<file path="config.mk">
export PLATFORM = sky130hd
export DESIGN_NAME = prpg_burst_ctrl
export DESIGN_NICKNAME = d
export VERILOG_FILES = /design/src/rtl/prpg_burst_ctrl.sv
export SDC_FILE = /design/constraint.sdc
export NUM_CORES = 1
export LEC_CHECK = 0
export CORE_MARGIN = 2
export CORE_UTILIZATION = 48
export DETAILED_ROUTE_END_ITERATION = 8
export GPL_ROUTABILITY_DRIVEN = 0
export PLACE_DENSITY_LB_ADDON = 0.1
export RECOVER_POWER = 100
export SYNTH_ARGS = -nofsm -noshare
export SYNTH_HDL_FRONTEND = slang
export SYNTH_SLANG_ARGS = --single-unit
</file>
<file path="constraint.sdc">
create_clock -name clk -period 2.1 [get_ports clk]
set_input_delay 0.42 -clock clk [delete_from_list [all_inputs] [get_ports clk]]
set_output_delay 0.42 -clock clk [all_outputs]
set_load 0.02 [all_outputs]
</file>
<file path="src/rtl/prpg_burst_ctrl.sv">
// Burst controller that pulls patterns from an LFSR on demand, delivers BURST_LEN
// of them over valid/ready and compacts every accepted pattern into a MISR.
module prpg_burst_ctrl #(
    parameter int               WIDTH     = 8,
    parameter int               BURST_LEN = 16,
    parameter logic [WIDTH-1:0] POLY      = 8'hB8
) (
    input  logic                               clk,
    input  logic                               reset,
    input  logic                               start,
    input  logic [WIDTH-1:0]                   pat_in,
    output logic                               lfsr_en,
    output logic [WIDTH-1:0]                   out_data,
    output logic                               out_valid,
    input  logic                               out_ready,
    output logic                               busy,
    output logic                               done,
    output logic [$clog2(BURST_LEN+1)-1:0]     count,
    output logic [WIDTH-1:0]                   signature
);

    localparam int CW = $clog2(BURST_LEN + 1);
    localparam logic [CW-1:0] BURST_MAX = CW'(BURST_LEN);
    localparam logic [CW-1:0] LAST_IDX  = CW'(BURST_LEN - 1);

    typedef enum logic [1:0] {
        IDLE = 2'd0,
        RUN  = 2'd1,
        DONE = 2'd2
    } state_t;

    state_t          state_reg;
    logic [CW-1:0]   issued_reg;
    logic            load;
    logic            accept;
    logic            misr_fb;
    logic [WIDTH-1:0] misr_next;

    // A new pattern may enter the output register when it is empty or being drained.
    assign load    = (state_reg == RUN) && (issued_reg < BURST_MAX) && (!out_valid || out_ready);
    assign accept  = out_valid && out_ready;
    assign lfsr_en = load;

    assign busy = (state_reg != IDLE);
    assign done = (state_reg == DONE);

    // MISR: shift left, feed the tap parity into bit 0, then fold in the accepted word.
    assign misr_fb = ^(signature & POLY);

    genvar gi;
    generate
        for (gi = 0; gi < WIDTH; gi++) begin : g_misr
            if (gi == 0) begin : g_lsb
                assign misr_next[gi] = misr_fb ^ out_data[gi];
            end else begin : g_upper
                assign misr_next[gi] = signature[gi-1] ^ out_data[gi];
            end
        end
    endgenerate

    always_ff @(posedge clk or negedge reset) begin
        if (!reset) begin
            state_reg  <= IDLE;
            issued_reg <= '0;
            out_data   <= '0;
            out_valid  <= 1'b0;
            count      <= '0;
            signature  <= '0;
        end else begin
            case (state_reg)
                IDLE: begin
                    if (start) begin
                        state_reg  <= RUN;
                        issued_reg <= '0;
                        count      <= '0;
                        signature  <= '0;
                    end
                end

                RUN: begin
                    if (load) begin
                        out_data   <= pat_in;
                        out_valid  <= 1'b1;
                        issued_reg <= issued_reg + CW'(1);
                    end else if (accept) begin
                        out_valid  <= 1'b0;
                    end

                    if (accept) begin
                        count     <= count + CW'(1);
                        signature <= misr_next;
                        if (count == LAST_IDX) begin
                            state_reg <= DONE;
                        end
                    end
                end

                DONE: begin
                    state_reg <= IDLE;
                end

                default: begin
                    state_reg <= IDLE;
                end
            endcase
        end
    end

endmodule

</file>
==> results of run 1 <==
## cell usage after synthesis
| cell | instances | area share (%) |
|---|---|---|
| clkbuf_1 | 2 | 0.53 |
| and4b_1 | 1 | 0.70 |
| dfrtp_1 | 29 | 51 |
| mux2_2 | 14 | 11 |
| or3b_2 | 1 | 0.62 |
| a31oi_1 | 1 | 0.44 |
| buf_2 | 1 | 0.35 |
| and2b_1 | 1 | 0.53 |
| o21ai_0 | 4 | 1.4 |
| nor2_1 | 9 | 2.4 |
| or3b_4 | 1 | 0.79 |
| o31ai_1 | 2 | 1.1 |
| nor2b_1 | 2 | 0.88 |
| or2_2 | 1 | 0.44 |
| xnor3_1 | 1 | 1.6 |
| and2_1 | 1 | 0.44 |
| xor2_1 | 2 | 1.2 |
| or2b_1 | 1 | 0.53 |
| nor3b_1 | 1 | 0.53 |
| a21oi_2 | 1 | 0.62 |
| mux2i_1 | 2 | 1.4 |
| ha_1 | 3 | 2.6 |
| o211ai_1 | 2 | 1.1 |
| xnor2_1 | 7 | 4.3 |
| nand2b_1 | 6 | 2.6 |
| a22o_1 | 3 | 1.9 |
| nand2_1 | 5 | 1.3 |
| nand3_1 | 3 | 1.1 |
| or4_1 | 2 | 1.1 |
| inv_1 | 4 | 1.1 |
| a21oi_1 | 4 | 1.4 |
| and3_1 | 3 | 1.3 |
| a21o_1 | 2 | 1.1 |
| a211oi_1 | 1 | 0.53 |
## area by class of cell
cell class / count / area share, %
Clock buffer: 8 / 2.59
Inverter: 4 / 0.798
Multi-Input combinational cell: 87 / 35.6
Sequential cell: 29 / 38.6
Tap cell: 31 / 2.06
Timing Repair Buffer: 42 / 20.4
## where the power goes
group	total, uW	switching (uW)	internal [uW]
Clock	329	196	133
Sequential	1080	249	834
Combinational	1850	912	938
Total	3260	1360	1910
## logic make-up after synthesis
logic type / after synthesis / synth area share, %
AO/OA/AOI/OAI: 20 / 9.43
XOR/XNOR: 10 / 7.14
adder cells (fa/ha/maj): 3 / 2.64
buffers and inverters: 7 / 1.94
flip-flops: 29 / 51.1
multiplexers: 16 / 12.5
AND/OR/NAND/NOR: 38 / 15.2
## through the flow
stage                     setup slack [ns]  instance area, sq um  setup TNS (ns)  std cells  hold WS (ns)
after floorplan                      0.463                  1420               0        123         0.124
after global placement              -0.112                  1850          -0.112        193         0.514
after detailed placement            -0.140                  1850          -0.140        193         0.516
after CTS                           0.0107                  1900               0        201         0.456
after global routing                0.0555                  1880               0        201         0.561
final                                0.125                  1880               0        201         0.517
## worst paths after layout
| check | endpoint | slack [ns] | startpoint |
|---|---|---|---|
| max | signature[6] | 0.13 | out_ready |
| min | count[0] | 0.52 | count[0] |
| max reg2reg | issued_reg[3] | 0.30 | state_reg[1] |
| min reg2reg | count[0] | 0.52 | count[0] |
| max in group asynchronous | out_data[2] | 0.98 | reset |
| min in group asynchronous | issued_reg[2] | 0.65 | reset |
## layer usage
layer | vias to the layer above | GRT usage, % | share of wire [%]
met5 | - | 0 | 0
met4 | 0 | 9.97 | 2.1
met3 | 8 | 7.03 | 5.4
met2 | 25 | 32.9 | 50
met1 | 532 | 26.2 | 43
li1 | 521 | - | -
## timing repair
item | 4_1_cts | 5_1_grt
endpoints found under the setup margin | 2 | 1
gates resized for setup | 3 | 1
cloned | 0 | 0
pin swaps | 0 | 0
setup buffers | 0 | 0
## critical path: stages
cell and delay [ns]:
clkdlybuf4s50_1 0.48, clkbuf_1 0.19, nand3_1 0.19, a21oi_2 0.15, clkbuf_1 0.37, mux2_2 0.39
==> impl_metrics.prom, run 1 <==
# TYPE chip_impl_metric gauge
chip_impl_info{name="run_status",value="completed"} 1
chip_impl_metric{name="timing_max_transition_violations_final",unit=""} 0
chip_impl_metric{name="grt_max_degree",unit=""} 30
chip_impl_info{name="cts_tree",value="yes"} 1
chip_impl_metric{name="power.total",unit="uW"} 3260
chip_impl_metric{name="final-seq-area",unit="sq um"} 726
chip_impl_metric{name="die_height",unit="um"} 58.4
chip_impl_metric{name="grtUsageTotal",unit="%"} 21.0
chip_impl_metric{name="min_path_cells",unit=""} 1
chip_impl_metric{name="post_route_cells_drive_above_1_share",unit="%"} 14.7
chip_impl_metric{name="worst_ep_required_time",unit="ns"} 2.32
chip_impl_metric{name="post-route-util",unit="%"} 67.6
chip_impl_info{name="criticalPathCategory",value="in2reg"} 1
chip_impl_metric{name="final.fill_count",unit=""} 231
chip_impl_metric{name="synth.distinct_cells",unit=""} 34
chip_impl_metric{name="clock_sinks",unit=""} 29
chip_impl_metric{name="synth.cell_area",unit="sq um"} 1420
chip_impl_metric{name="hold_violations",unit=""} 0
chip_impl_metric{name="fp.coreArea",unit="sq um"} 2780
chip_impl_metric{name="timing.slew.headroom",unit="%"} 51.4
chip_impl_metric{name="viasPerCell",unit=""} 5.40
chip_impl_metric{name="num_rows",unit=""} 19
chip_impl_metric{name="average_instance_area_after_synthesis",unit="sq um"} 11.5
chip_impl_info{name="root_buffer",value="clkbuf_4"} 1
chip_impl_metric{name="detail_route.drc_violations",unit=""} 0
chip_impl_metric{name="drt_wl_total",unit="um"} 2990
chip_impl_metric{name="fp.dieW",unit="um"} 58.4
chip_impl_metric{name="placement.io_buffers",unit=""} 36
chip_impl_info{name="crit_path_start_kind",value="input port"} 1
chip_impl_metric{name="pin_count",unit=""} 37
chip_impl_metric{name="die_area",unit="sq um"} 3410
chip_impl_metric{name="initial_core_util",unit="%"} 51.1
chip_impl_info{name="largestRegisters",value="out_data x8, signature x8"} 1
chip_impl_info{name="rsz0062_at_grt",value="no"} 1
chip_impl_metric{name="synthesis.yosys.warnings",unit=""} 0
chip_impl_metric{name="grt_first_pass_wirelength",unit="um"} 5190
chip_impl_metric{name="global_route.overflow_total",unit=""} 0
chip_impl_metric{name="drt-pass1-iter-count",unit=""} 4
chip_impl_metric{name="syn-num-nets",unit=""} 138
chip_impl_metric{name="diodes",unit=""} 0
chip_impl_metric{name="clock_insertion_delay_worst_skew",unit="ns"} 0.34
chip_impl_metric{name="finalClockSkew",unit="ns"} 0.00629
chip_impl_metric{name="holdBufCountCts",unit=""} 0
chip_impl_metric{name="syn_inst",unit=""} 123
chip_impl_info{name="critical_path_sink_type",value="register"} 1
chip_impl_info{name="worstHoldPathType",value="reg2reg"} 1
chip_impl_metric{name="vias_in_the_first_global_route",unit=""} 1103
chip_impl_metric{name="area_delta_synth_final",unit="%"} 32.4
chip_impl_metric{name="area_occupied_by_multi_input_gates",unit="sq um"} 669
chip_impl_metric{name="r2r.worst_path.cells",unit=""} 4
chip_impl_metric{name="crit_fanout",unit=""} 8
chip_impl_metric{name="route.antenna.remaining_nets",unit=""} 0
chip_impl_metric{name="place_hpwl",unit="um"} 2100
chip_impl_metric{name="critPathArrivalTime",unit="ns"} 2.20
chip_impl_metric{name="ir_drop",unit="uV"} 1320
chip_impl_metric{name="worstMarginPinSlew",unit="ns"} 0.729
chip_impl_metric{name="fmax",unit="MHz"} 506
chip_impl_metric{name="timing.final.crit_share",unit="%"} 94.0
chip_impl_metric{name="pwr_density_cell",unit="nW/um^2"} 1730
chip_impl_metric{name="avgRoutedWirePerCell",unit="um"} 14.9
chip_impl_metric{name="total_leakage_power",unit="uW"} 0.000840
chip_impl_metric{name="finalNetCount",unit=""} 184
chip_impl_metric{name="vias",unit=""} 1086
chip_impl_metric{name="initialDrtViolationCount",unit=""} 25
chip_impl_metric{name="yosys_register_bits",unit=""} 29
chip_impl_metric{name="htree_levels",unit=""} 2
chip_impl_info{name="final_cell_mix",value="29 x dfrtp_1, 23 x dlygate4sd3_1, 13 x mux2_2"} 1
chip_impl_metric{name="timing.max_cap.violations",unit=""} 0
chip_impl_metric{name="clock_path_buffers",unit=""} 2
chip_impl_metric{name="cts.clk_slew.worst_paths",unit="ns"} 0.09
chip_impl_metric{name="min_period",unit="ns"} 1.97
chip_impl_metric{name="antenna_found_initial",unit=""} 0
chip_impl_metric{name="synth.yosys.seq_area_share",unit="%"} 51.1
chip_impl_info{name="layout.cells.most_common",value="dfrtp_1"} 1
chip_impl_metric{name="finalSetupViolCount",unit=""} 0
chip_impl_metric{name="cts_made_buffers",unit=""} 5
(Power assumes the default switching activity.)
==> run 2, diff against run 1 <==
CORE_UTILIZATION = 40   (was 48)
GPL_ROUTABILITY_DRIVEN = default   (was 0)
==> run 2 against run 1 <==
Against the previous run:
- cell area rose by 0.73%
- sequential power barely moved
- register-to-register slack improved by 0.04 ns
- clock power fell by 3%
- via count fell by 1.1%
- critical path depth fell by 1
- core utilization fell by 11 points
- non-clock buffer count did not move
- global-route usage fell by 4.4 points
- setup slack improved by 0.032 ns
==> impl_metrics.prom, run 2 (same netlist as run 1, synthesis figures left out) <==
# TYPE chip_impl_metric gauge
chip_impl_metric{name="fp.coreArea",unit="sq um"} 3360
chip_impl_metric{name="area_delta_synth_final",unit="%"} 33.4
chip_impl_metric{name="initial_core_util",unit="%"} 42.2
chip_impl_metric{name="die_height",unit="um"} 63.6
chip_impl_info{name="final_cell_mix",value="29 x dfrtp_1, 23 x dlygate4sd3_1, 14 x mux2_2"} 1
chip_impl_metric{name="route.antenna.remaining_nets",unit=""} 0
chip_impl_metric{name="dr_wl_met3",unit="um"} 157
chip_impl_metric{name="post-route-util",unit="%"} 56.3
chip_impl_metric{name="cts.clk_slew.worst_paths",unit="ns"} 0.09
chip_impl_metric{name="avgRoutedWirePerCell",unit="um"} 13.6
chip_impl_metric{name="r2r.worst_path.cells",unit=""} 4
chip_impl_metric{name="finalClockSkew",unit="ns"} 0.00507
chip_impl_metric{name="num_rows",unit=""} 21
chip_impl_metric{name="clock_path_buffers",unit=""} 2
chip_impl_metric{name="finalNetCount",unit=""} 184
chip_impl_metric{name="final.fill_count",unit=""} 333
chip_impl_info{name="run_status",value="completed"} 1
chip_impl_metric{name="dr_wl_met2",unit="um"} 1350
chip_impl_metric{name="clockPowerShare",unit="%"} 9.9
chip_impl_metric{name="cts_made_buffers",unit=""} 5
chip_impl_metric{name="post_layout_nonfiller_instances",unit=""} 216
chip_impl_metric{name="timing.hold.ws",unit="ns"} 0.528
chip_impl_metric{name="drt_wl_total",unit="um"} 2940
chip_impl_metric{name="worst_ep_required_time",unit="ns"} 1.68
chip_impl_info{name="crit_path_start_kind",value="input port"} 1
chip_impl_metric{name="max_stage_delay",unit="ns"} 0.47
chip_impl_metric{name="grt_max_degree",unit=""} 30
chip_impl_info{name="largestRegisters",value="out_data x8, signature x8"} 1
chip_impl_info{name="criticalPathCategory",value="in2out"} 1
chip_impl_metric{name="post_cts_setup_buffers",unit=""} 0
chip_impl_metric{name="critPathArrivalTime",unit="ns"} 1.52
chip_impl_info{name="root_buffer",value="clkbuf_4"} 1
chip_impl_info{name="critical_path.reg2reg.endpoint",value="issued_reg[3]"} 1
chip_impl_metric{name="ff2ff_setup_slack",unit="ns"} 0.34
chip_impl_info{name="layout.cells.most_common",value="dfrtp_1"} 1
chip_impl_metric{name="routabilityCongestion",unit=""} 0.682
chip_impl_metric{name="dp_slack",unit="ns"} -0.113
chip_impl_metric{name="min_path_cells",unit=""} 1
chip_impl_metric{name="clock_insertion_delay_worst_skew",unit="ns"} 0.33
chip_impl_metric{name="die_area",unit="sq um"} 4040
chip_impl_metric{name="finalSetupViolCount",unit=""} 0
chip_impl_info{name="crit_path_top_delay_cell",value="clkdlybuf4s50_1"} 1
chip_impl_metric{name="cell_internal_pwr",unit="uW"} 1910
chip_impl_info{name="cts_tree",value="yes"} 1
chip_impl_metric{name="timing.max_cap.violations",unit=""} 0
chip_impl_metric{name="pwr_density_cell",unit="nW/um^2"} 1710
chip_impl_metric{name="met1Wirelength",unit="um"} 1370
chip_impl_info{name="critical_path_sink_type",value="primary output"} 1
chip_impl_info{name="critical-path-top-delay-family",value="buffers and inverters"} 1
chip_impl_metric{name="holdBufCountCts",unit=""} 0
chip_impl_metric{name="worstMarginPinSlew",unit="ns"} 0.738
chip_impl_metric{name="power.share.sequential",unit="%"} 33.4
chip_impl_metric{name="total_switching_power",unit="uW"} 1320
chip_impl_info{name="hold_path_end",value="count[0]"} 1
chip_impl_metric{name="fmax",unit="MHz"} 515
chip_impl_metric{name="timing_max_transition_violations_final",unit=""} 0
chip_impl_metric{name="viasPerCell",unit=""} 4.97
chip_impl_metric{name="grtUsageTotal",unit="%"} 16.6
chip_impl_metric{name="initialDrtViolationCount",unit=""} 34
chip_impl_metric{name="timing.final.crit_share",unit="%"} 92.5
chip_impl_metric{name="antenna_found_initial",unit=""} 0
chip_impl_metric{name="placement.io_buffers",unit=""} 36
chip_impl_metric{name="clock_sinks",unit=""} 29
chip_impl_metric{name="diodes",unit=""} 0
chip_impl_metric{name="sw_frac_of_total",unit="%"} 40.9
chip_impl_metric{name="placed_cells",unit=""} 208
chip_impl_metric{name="timing.setup.tns",unit="ns"} 0
chip_impl_metric{name="place_hpwl",unit="um"} 2090
chip_impl_metric{name="crit_fanout",unit=""} 2
chip_impl_metric{name="vias_in_the_first_global_route",unit=""} 1129
chip_impl_metric{name="post_route_cells_drive_above_1_share",unit="%"} 14.7
chip_impl_metric{name="hold_violations",unit=""} 0
chip_impl_metric{name="comb_power_share",unit="%"} 56.8
chip_impl_metric{name="ir_drop",unit="uV"} 854
chip_impl_metric{name="min_period",unit="ns"} 1.94
chip_impl_metric{name="htree_levels",unit=""} 2
chip_impl_metric{name="global_route.overflow_total",unit=""} 0
chip_impl_metric{name="timing.slew.headroom",unit="%"} 50.8
chip_impl_metric{name="pin_count",unit=""} 37
chip_impl_info{name="hold_path_startpoint",value="count[0]"} 1
chip_impl_metric{name="grt_first_pass_wirelength",unit="um"} 5130
chip_impl_info{name="rsz0062_at_grt",value="no"} 1
chip_impl_info{name="reg2reg_from",value="state_reg[1]"} 1
chip_impl_metric{name="drt-pass1-iter-count",unit=""} 4
chip_impl_metric{name="total_leakage_power",unit="uW"} 0.000841
chip_impl_info{name="path_cells",value="clkdlybuf4s50_1, nand2b_1, nand2_1, inv_1, dlygate4sd2_1"} 1
chip_impl_info{name="dr.max_layer_used",value="met4"} 1
chip_impl_metric{name="cp_buf_inv_count",unit=""} 3
chip_impl_metric{name="detail_route.drc_violations",unit=""} 0
chip_impl_metric{name="fp.dieW",unit="um"} 63.6
chip_impl_info{name="worstHoldPathType",value="reg2reg"} 1
chip_impl_metric{name="vias",unit=""} 1074
chip_impl_metric{name="worst_slack",unit="ns"} 0.158
-- run 2: routing by layer --
metal	GRT usage, %	up-vias
li1	-	528
met1	20.4	511
met2	27.0	28
met3	4.82	7
met4	7.34	0
met5	0	-
-- run 2: worst register-to-register path, delay by kind of cell, from the launching register on --
kind / cells / cell delay [ns]
AO/OA/AOI/OAI: 1 / 0.15
buffers and inverters: 1 / 0.17
flip-flops: 1 / 0.39
AND/OR/NAND/NOR: 2 / 0.98
-- run 2: stage by stage --
stage | area, sq um | power [uW]
final | 1890 | 3230
after global routing | 1890 | 3500
after CTS | 1920 | 3400
after detailed placement | 1870 | 3080
after global placement | 1870 | 3050
after floorplan | 1420 | 2320
-- run 2: layout make-up --
type	count	area (sq um)	share of cell area, %
Timing Repair Buffer	42	387	20.4
Multi-Input combinational cell	87	661	34.9
Sequential cell	29	726	38.3
Clock buffer	8	48.8	2.58
Inverter	4	15.0	0.793
Tap cell	46	57.6	3.04
-- run 2: power by group through the flow --
| stage | combinational, uW | clock, uW | sequential, uW |
|---|---|---|---|
| global placement | 1950 | 0 | 1100 |
| detailed placement | 1980 | 0 | 1100 |
| floorplan | 986 | 0 | 1330 |
| global route | 2020 | 354 | 1120 |
| finish | 1840 | 319 | 1080 |
| CTS | 1980 | 331 | 1100 |
-- run 2: repair_timing --
item                                    CTS  global route
endpoints found under the setup margin    2             1
hold endpoints to repair                  0             0
gates resized for setup                   2             1
-- run 2: how the worst max path moves through the flow --
stage | cells past startpoint | end | start
floorplan | 5 | lfsr_en | state_reg[1]
finish | 5 | lfsr_en | out_ready
global route | 4 | lfsr_en | state_reg[1]
CTS | 3 | done | state_reg[0]
global placement | 5 | lfsr_en | out_ready
detailed placement | 5 | lfsr_en | out_ready
